### config.mk
export PLATFORM = sky130hd
export DESIGN_NAME = generic_rom_streamer
export DESIGN_NICKNAME = d
export VERILOG_FILES = /design/src/rtl/generic_rom_streamer.sv
export SDC_FILE = /design/constraint.sdc
export NUM_CORES = 1
export LEC_CHECK = 0
export CAP_MARGIN = 5
export CORE_MARGIN = 2
export CORE_UTILIZATION = 63
export CTS_CLUSTER_SIZE = 30
export DETAILED_ROUTE_END_ITERATION = 7
export DONT_BUFFER_PORTS = 1
export PLACE_DENSITY = 0.79
export RECOVER_POWER = 50
export SYNTH_ARGS = -nofsm -noshare
export SYNTH_HDL_FRONTEND = slang
export SYNTH_SLANG_ARGS = --single-unit
### constraint.sdc
create_clock -name i_clk -period 2.5 [get_ports i_clk]
set_input_delay 0.5 -clock i_clk [delete_from_list [all_inputs] [get_ports i_clk]]
set_output_delay 0.5 -clock i_clk [all_outputs]
set_load 0.02 [all_outputs]
### src/rtl/generic_rom_streamer.sv
// generic_rom_streamer: turns the fixed-latency address-in/data-out port of
// generic_rom into a valid/ready stream. A start command walks i_len words
// from i_start_addr. Addresses are issued only while the in-flight reads plus
// the buffered words fit in the output FIFO, so back-pressure never drops data.
//
// Optional feature macro: GENERIC_ROM_STREAMER_ABORT_EN adds i_abort, which
// cancels a running transfer, flushes the pipe and FIFO and pulses o_done.
module generic_rom_streamer #(
  parameter int DATA_WIDTH    = 32,
  parameter int ADDRESS_WIDTH = 10,
  parameter int READ_LATENCY  = 2,
  parameter int FIFO_DEPTH    = 4
) (
  input  logic                     i_clk,
  input  logic                     i_rst_n,
  input  logic                     i_start,
  input  logic [ADDRESS_WIDTH-1:0] i_start_addr,
  input  logic [ADDRESS_WIDTH:0]   i_len,
`ifdef GENERIC_ROM_STREAMER_ABORT_EN
  input  logic                     i_abort,
`endif
  output logic                     o_busy,
  output logic                     o_done,
  output logic [ADDRESS_WIDTH-1:0] o_rom_address,
  input  logic [DATA_WIDTH-1:0]    i_rom_data,
  output logic                     o_valid,
  output logic [DATA_WIDTH-1:0]    o_data,
  output logic                     o_last,
  input  logic                     i_ready
);

  localparam int PW = (FIFO_DEPTH > 1) ? $clog2(FIFO_DEPTH) : 1;
  localparam int CW = $clog2(FIFO_DEPTH + 1);
  localparam int IW = $clog2(READ_LATENCY + 1);
  localparam int SW = $clog2(FIFO_DEPTH + READ_LATENCY + 1);

  typedef enum logic [1:0] {
    S_IDLE,
    S_RUN,
    S_DRAIN
  } state_t;

  state_t                   r_state;
  logic [ADDRESS_WIDTH-1:0] r_addr;
  logic [ADDRESS_WIDTH:0]   r_remaining;
  logic                     r_busy;
  logic                     r_done;

  // In-flight read tracking: one valid bit and one last bit per ROM stage.
  logic [READ_LATENCY-1:0]  r_pipe_vld;
  logic [READ_LATENCY-1:0]  r_pipe_last;

  // Output FIFO storage and bookkeeping.
  logic [DATA_WIDTH-1:0]    r_mem_data [FIFO_DEPTH];
  logic                     r_mem_last [FIFO_DEPTH];
  logic [PW-1:0]            r_wr_ptr;
  logic [PW-1:0]            r_rd_ptr;
  logic [CW-1:0]            r_count;

  logic [IW-1:0]            w_inflight;
  logic [SW-1:0]            w_used;
  logic                     w_abort;
  logic                     w_issue;
  logic                     w_issue_last;
  logic                     w_push;
  logic                     w_pop;
  logic                     w_valid;
  logic                     w_head_last;

`ifdef GENERIC_ROM_STREAMER_ABORT_EN
  assign w_abort = i_abort && (r_state != S_IDLE);
`else
  assign w_abort = 1'b0;
`endif

  // Count outstanding ROM reads so credit covers words not yet in the FIFO.
  always_comb begin
    // NOTE: every always_comb output gets a default first so no path can
    // leave it unassigned and infer a latch.
    w_inflight = '0;
    for (int i = 0; i < READ_LATENCY; i++) begin
      w_inflight = w_inflight + IW'(r_pipe_vld[i]);
    end
  end

  assign w_used       = SW'(w_inflight) + SW'(r_count);
  assign w_issue      = (r_state == S_RUN) && !w_abort && (w_used < SW'(FIFO_DEPTH));
  assign w_issue_last = w_issue && (r_remaining == (ADDRESS_WIDTH + 1)'(1));
  assign w_push       = r_pipe_vld[READ_LATENCY-1] && !w_abort;
  assign w_valid      = (r_count != '0);
  assign w_pop        = w_valid && i_ready && !w_abort;
  assign w_head_last  = r_mem_last[r_rd_ptr];

  // Outputs come from FIFO registers; masking keeps them at zero while empty.
  assign o_valid       = w_valid;
  assign o_data        = w_valid ? r_mem_data[r_rd_ptr] : '0;
  assign o_last        = w_valid ? w_head_last : 1'b0;
  assign o_rom_address = r_addr;
  assign o_busy        = r_busy;
  assign o_done        = r_done;

  function automatic logic [PW-1:0] ptr_inc(input logic [PW-1:0] p);
    return (p == PW'(FIFO_DEPTH - 1)) ? '0 : p + 1'b1;
  endfunction

  // Transfer sequencer: state, address walk, remaining count, busy/done.
  always_ff @(posedge i_clk or negedge i_rst_n) begin
    if (!i_rst_n) begin
      // NOTE: sequential state uses non-blocking assignments so every
      // register samples its pre-edge inputs regardless of statement order.
      r_state     <= S_IDLE;
      r_addr      <= '0;
      r_remaining <= '0;
      r_busy      <= 1'b0;
      r_done      <= 1'b0;
    end else begin
      r_done <= 1'b0;
      case (r_state)
        S_IDLE: begin
          if (i_start) begin
            if (i_len == '0) begin
              r_done <= 1'b1;
            end else begin
              r_state     <= S_RUN;
              r_addr      <= i_start_addr;
              r_remaining <= i_len;
              r_busy      <= 1'b1;
            end
          end
        end
        S_RUN: begin
          if (w_abort) begin
            r_state <= S_IDLE;
            r_busy  <= 1'b0;
            r_done  <= 1'b1;
          end else if (w_issue) begin
            r_addr      <= r_addr + 1'b1;
            r_remaining <= r_remaining - 1'b1;
            if (w_issue_last) begin
              r_state <= S_DRAIN;
            end
          end
        end
        S_DRAIN: begin
          if (w_abort || (w_pop && w_head_last)) begin
            r_state <= S_IDLE;
            r_busy  <= 1'b0;
            r_done  <= 1'b1;
          end
        end
        default: begin
          r_state <= S_IDLE;
          r_busy  <= 1'b0;
        end
      endcase
    end
  end

  // Shift issue/last markers alongside the ROM's internal read pipeline.
  always_ff @(posedge i_clk or negedge i_rst_n) begin
    if (!i_rst_n) begin
      r_pipe_vld  <= '0;
      r_pipe_last <= '0;
    end else if (w_abort) begin
      r_pipe_vld  <= '0;
      r_pipe_last <= '0;
    end else begin
      r_pipe_vld[0]  <= w_issue;
      r_pipe_last[0] <= w_issue_last;
      for (int i = 1; i < READ_LATENCY; i++) begin
        r_pipe_vld[i]  <= r_pipe_vld[i-1];
        r_pipe_last[i] <= r_pipe_last[i-1];
      end
    end
  end

  // FIFO pointers and occupancy; push and pop may coincide.
  always_ff @(posedge i_clk or negedge i_rst_n) begin
    if (!i_rst_n) begin
      r_wr_ptr <= '0;
      r_rd_ptr <= '0;
      r_count  <= '0;
    end else if (w_abort) begin
      r_wr_ptr <= '0;
      r_rd_ptr <= '0;
      r_count  <= '0;
    end else begin
      if (w_push) r_wr_ptr <= ptr_inc(r_wr_ptr);
      if (w_pop)  r_rd_ptr <= ptr_inc(r_rd_ptr);
      case ({w_push, w_pop})
        2'b10:   r_count <= r_count + 1'b1;
        2'b01:   r_count <= r_count - 1'b1;
        default: r_count <= r_count;
      endcase
    end
  end

  // FIFO storage writes as ROM data emerges from the read pipeline.
  always_ff @(posedge i_clk) begin
    // NOTE: storage is not reset; an entry is only read after it was written,
    // and the empty-masking above keeps the outputs at zero until then.
    if (w_push) begin
      r_mem_data[r_wr_ptr] <= i_rom_data;
      r_mem_last[r_wr_ptr] <= r_pipe_last[READ_LATENCY-1];
    end
  end

endmodule

### Word level (Yosys, flattened, before mapping)

Memory sizes are Yosys's and may differ from the RTL's.
Cells that the tools add are included.

* equality and inequality tests: 12
* muxes and demuxes: 29
* bitwise gates (word level): 1
* add/sub/neg operators: 8
* reduce and logical (&&, ||, !) cells: 12
* $lt $le $gt $ge: 1

Operators with widths (count)
* $mux W11: 3
* $mux W32: 1
* $mux W10: 3
* $pmux W11 S2: 1
* $pmux W10 S2: 1
* $mux W2: 7
* $eq A11 B1 Y1 const B: 1
* $logic_not A11 Y1: 1
* $sub A11 B1 Y11 const B: 1
* $add A10 B1 Y10 const B: 1
* $ne A2 B2 Y1 const B: 5
* $mux W1: 9
* $eq A2 B2 Y1 const B: 4
* $reduce_and A4 Y1: 2
* $pmux W2 S3: 1
* $pmux W3 S2: 1
* $reduce_and A5 Y1: 1
* $add A2 B1 Y2 const B: 2
* $eq A2 B1 Y1 const B: 2
* $logic_and A1 B1 Y1: 4
* $reduce_bool A2 Y1: 2
* $add A2 B3 Y3: 1
* $add A3 B1 Y3 const B: 1
* $lt A3 B3 Y1 const B: 1
* 7 further kinds: 7

* memory bits (writable): 132
* word-level logic and storage cells: 75
* register bits after elaboration: 36
* input port bits: 57
* memories kept: 2

Memories
* r_mem_data: words 4, width 32, rd ports 1, clocked after Yosys merged registers in 0, wr ports 1, RTL line 54 `logic [DATA_WIDTH-1:0] r_mem_data [FIFO_DEPTH];`
* r_mem_last: words 4, width 1, rd ports 1, clocked after Yosys merged registers in 0, wr ports 1, RTL line 55 `logic r_mem_last [FIFO_DEPTH];`

### Logic depth before layout (Yosys ltp)

* depth in word-level cells: 8
* mapped depth: 10
* mapped depth without buffers: 9

### Worst setup path after synthesis

No wires, ideal clock.

* path type: register to output
* start: register r_rd_ptr[0]
* end: output port o_data[10]
* buffers on the path: 2
* data required time: 2.000 ns
* slack: 0.224 ns
* stages on the path, launching flop included: 5
* data arrival time: 1.776 ns
* path through: dfrtp_1 > clkbuf_1 > buf_2 > mux4_2 > and2_1

* cells in the longest elaborated chain, start to end: 2

RTL lines
* from (decl): RTL line 57 `logic [PW-1:0] r_rd_ptr;`
* from (signal assigned): RTL line 189 `if (w_pop) r_rd_ptr <= ptr_inc(r_rd_ptr);`
* $mem_v2 Z4 W32
* $mux W32: RTL line 96 `assign o_data = w_valid ? r_mem_data[r_rd_ptr] : '0;`
* to (decl): RTL line 27 `output logic [DATA_WIDTH-1:0] o_data,`

No other way between the ends.

### Worst setup path in the final report

* start: register r_rd_ptr[0]
* end: output port o_data[28]

Same word-level chain as after synthesis.

==> flow_summary.yaml <==
run_status:
  status: "completed"
worst_setup_path:
  slowest_delay_ns: 0.51
  crit_chain: "buf_6 -> buf_16 -> mux4_2 -> and2_4"
  worst_r2r_path_depth: 6
  end_kind: "primary output"
  arrival_ns: 1.96
  r2r-end: "o_rom_address[5]"
  r2r_slack_ns: 0.33
  crit_type: "flop to primary output"
  start_kind: "flop"
  critPathSlowestCell: "mux4_2"
  path_max_fanout: 7
  r2r_start: "r_count[0]"
  critPathRequiredTime_ns: 2.00
  timing.critical_path.from: "r_rd_ptr[0]"
  crit_end: "o_data[28]"
power:
  switching_share_pct: 35.2
  p_clk_share_pct: 22.4
  vdd_drop_max_v: 0.000921
  power_density_nw_per_um2: 1460
  power_frac_comb_pct: 40.8
  p_switching_mw: 4.19
  p_seq_share_pct: 36.8
  p_leak_nw: 2.96
  intPower_mw: 7.73
synthesis:
  synth_top_area_cell: "edfxtp_1"
  synth_area_leaders: "edfxtp_1 (56%), dfrtp_1 (13%), mux4_2 (10%)"
  synth.avg_cell_area_um2: 15.8
  synthTopCellsByCount: "edfxtp_1 (132), and2_1 (37), dfrtp_1 (36)"
  syn_area_um2: 7080
  synth_warnings: 0
  ys_seq_area_share_pct: 68.7
  synth_top_area_share_pct: 56.0
  synth_ff_type: "edfxtp_1"
  ys_seq_elements: 168
  syn_inst: 447
  synthArstFlopShare_pct: 21.4
  syn-num-nets: 515
  synth_edf_count: 132
  yosys.cell_count.top_type: "edfxtp_1"
  yosysUniqueCellTypes: 45
timing:
  grt_setup_unrepaired: "true"
  setup_viol: 0
  skew_ns: 0.00807
  fin_crit_ns: 2.46
  worst_pin_slew_ns: 1.30
  finalHoldViolCount: 0
  drv_slew: 0
  max_freq_mhz: 406
  whs_ns: 0.0742
  max_slew_margin_pct: 13.0
  period_share_pct: 98.4
final_layout:
  post-route-cell-area_um2: 8190
  drive_gt1_share_pct: 25.9
  diodes: 0
  areaGrowthSynthToFinish_pct: 15.7
  nets: 533
grt:
  grt_start_max_net_pins: 37
  antenna_found_initial: 0
  grt_pass1_wl_um: 21300
  grt_overflow: 0
  grtUsageTotal_pct: 24.7
  grt_pass1_vias: 3946
run:
  maxCapViolCount: 0
detailed_routing:
  drt_iter0_markers: 259
  wl_per_cell_um: 22.8
  drc: 0
  ant_nets: 0
  dr.pass1.iters: 4
  routed_wl_um: 14100
  via_count: 3863
  vias_per_cell: 6.25
cts:
  root_buffer: "clkbuf_8"
  insertion_delay_ns: 0.52
  cts.sinks: 168
  cts_max_path_buffers: 2
  cts_tree: "yes"
  clkTransAtPathRegs_ns: 0.07
  htreeDepth: 4
  cts_buffers: 17
floorplan:
  die-area_um2: 12100
  row_count: 38
  die_w_um: 110
  core_um2: 10900
  die_h_um: 110
  initial_core_util_pct: 65.0
  ios: 103
placement:
  gp_congestion: 0.788
  portBuffers: 0
  dpl-instance-area_um2: 7340
  post-dp-hpwl_um: 8280
min_path:
  hold_path.class: "primary input to flop"
## state kept, by name (all words and copies together), names as in the netlist
register,count
r_mem_data,128
r_remaining,11
o_rom_address,10
r_mem_last,4
r_count,3
r_pipe_last,2
r_pipe_vld,2
r_rd_ptr,2
r_state,2
r_wr_ptr,2
o_busy,1
o_done,1
## per-stage QoR
stage          power (mW)  worst slack (ns)  std cells  util [%]  TNS, ns
2_1_floorplan        7.64             0.224        447         -        0
3_3_place_gp         8.43             0.406        576      67.4        0
3_5_place_dp         8.64             0.361        576      67.4        0
4_1_cts              11.7           -0.0532        616      74.5   -0.582
5_1_grt              12.6           -0.0587        618      75.2   -0.978
6_report             11.9            0.0398        618      75.2        0
## metal layers
layer | vias up | wire, um | global-route usage [%]
met4 | 0 | 138 | 7.50
li1 | 1760 | - | -
met5 | - | 0 | 0
met2 | 137 | 7490 | 41.1
met3 | 12 | 1100 | 8.52
met1 | 1954 | 5370 | 30.9
## worst min-delay path by stage
stage                               from           endpoint  slack, ns  cells after the start
after CTS                 i_rom_data[25]  r_mem_data[3][25]       0.04                      0
final                      i_rom_data[6]   r_mem_data[3][6]       0.07                      0
after global routing       i_rom_data[0]   r_mem_data[0][0]       0.03                      0
after global placement           i_rst_n   o_rom_address[4]       0.21                      0
after floorplan                  i_rst_n             o_busy       0.20                      0
after detailed placement         i_rst_n   o_rom_address[4]       0.21                      0
## worst max-delay path: cells and delay by family (launching register included)
family                 cells  cell delay [ns]
muxes                      1             0.51
DFF                        1             0.44
buffers and inverters      2             0.29
and+or+nand+nor            1             0.20
## final cells by class
class / count / area [um2]
clock buffers: 22 / 443
inverters: 12 / 45.0
fillers: 638 / 2700
well taps: 140 / 175
multi-input cells: 244 / 2150
repair buffers: 22 / 337
flip-flops and latches: 168 / 4870
clock inverters: 10 / 169
## power groups by stage
stage          clock, mW  combinational [mW]  sequential (mW)
2_1_floorplan          0                3.41             4.22
3_3_place_gp           0                4.07             4.36
3_5_place_dp           0                4.22             4.42
4_1_cts             2.72                4.64             4.38
5_1_grt             2.83                5.28             4.47
6_report            2.68                4.86             4.39
## cells in the final DEF (no fill, tap or decap), drive strengths merged, types with 5 or more instances in the layout
cell and n:
a21oi 21, and2 37, buf 20, clkbuf 23
dfrtp 36, edfxtp 132, ha 10, inv 13
mux4 33, nand2 28, nand3 11, nor2 9
nor3 11, nor4 5, o21ai 17, o31ai 5
## timing repair
item	in CTS	in global routing
endpoints found under the hold margin	36	0
setup endpoints to repair	29	33
gates cloned	2	1
hold buffers	2	0
gates resized for setup	28	42
setup buffers	4	1
## cells by family (layout without fill, tap and decap cells)
| logic type | after synthesis | after routing | share of synthesized area, % |
|---|---|---|---|
| AOI/OAI and AO/OA | 63 | 63 | 5.57 |
| xor gates and xnor gates | 3 | 3 | 0.371 |
| adders and majority gates | 11 | 11 | 2.05 |
| buffers and inverters | 35 | 66 | 2.05 |
| DFF | 168 | 168 | 68.7 |
| muxes | 39 | 39 | 11.4 |
| and+or+nand+nor | 128 | 128 | 9.81 |
Power figures use the tool's default switching activity.
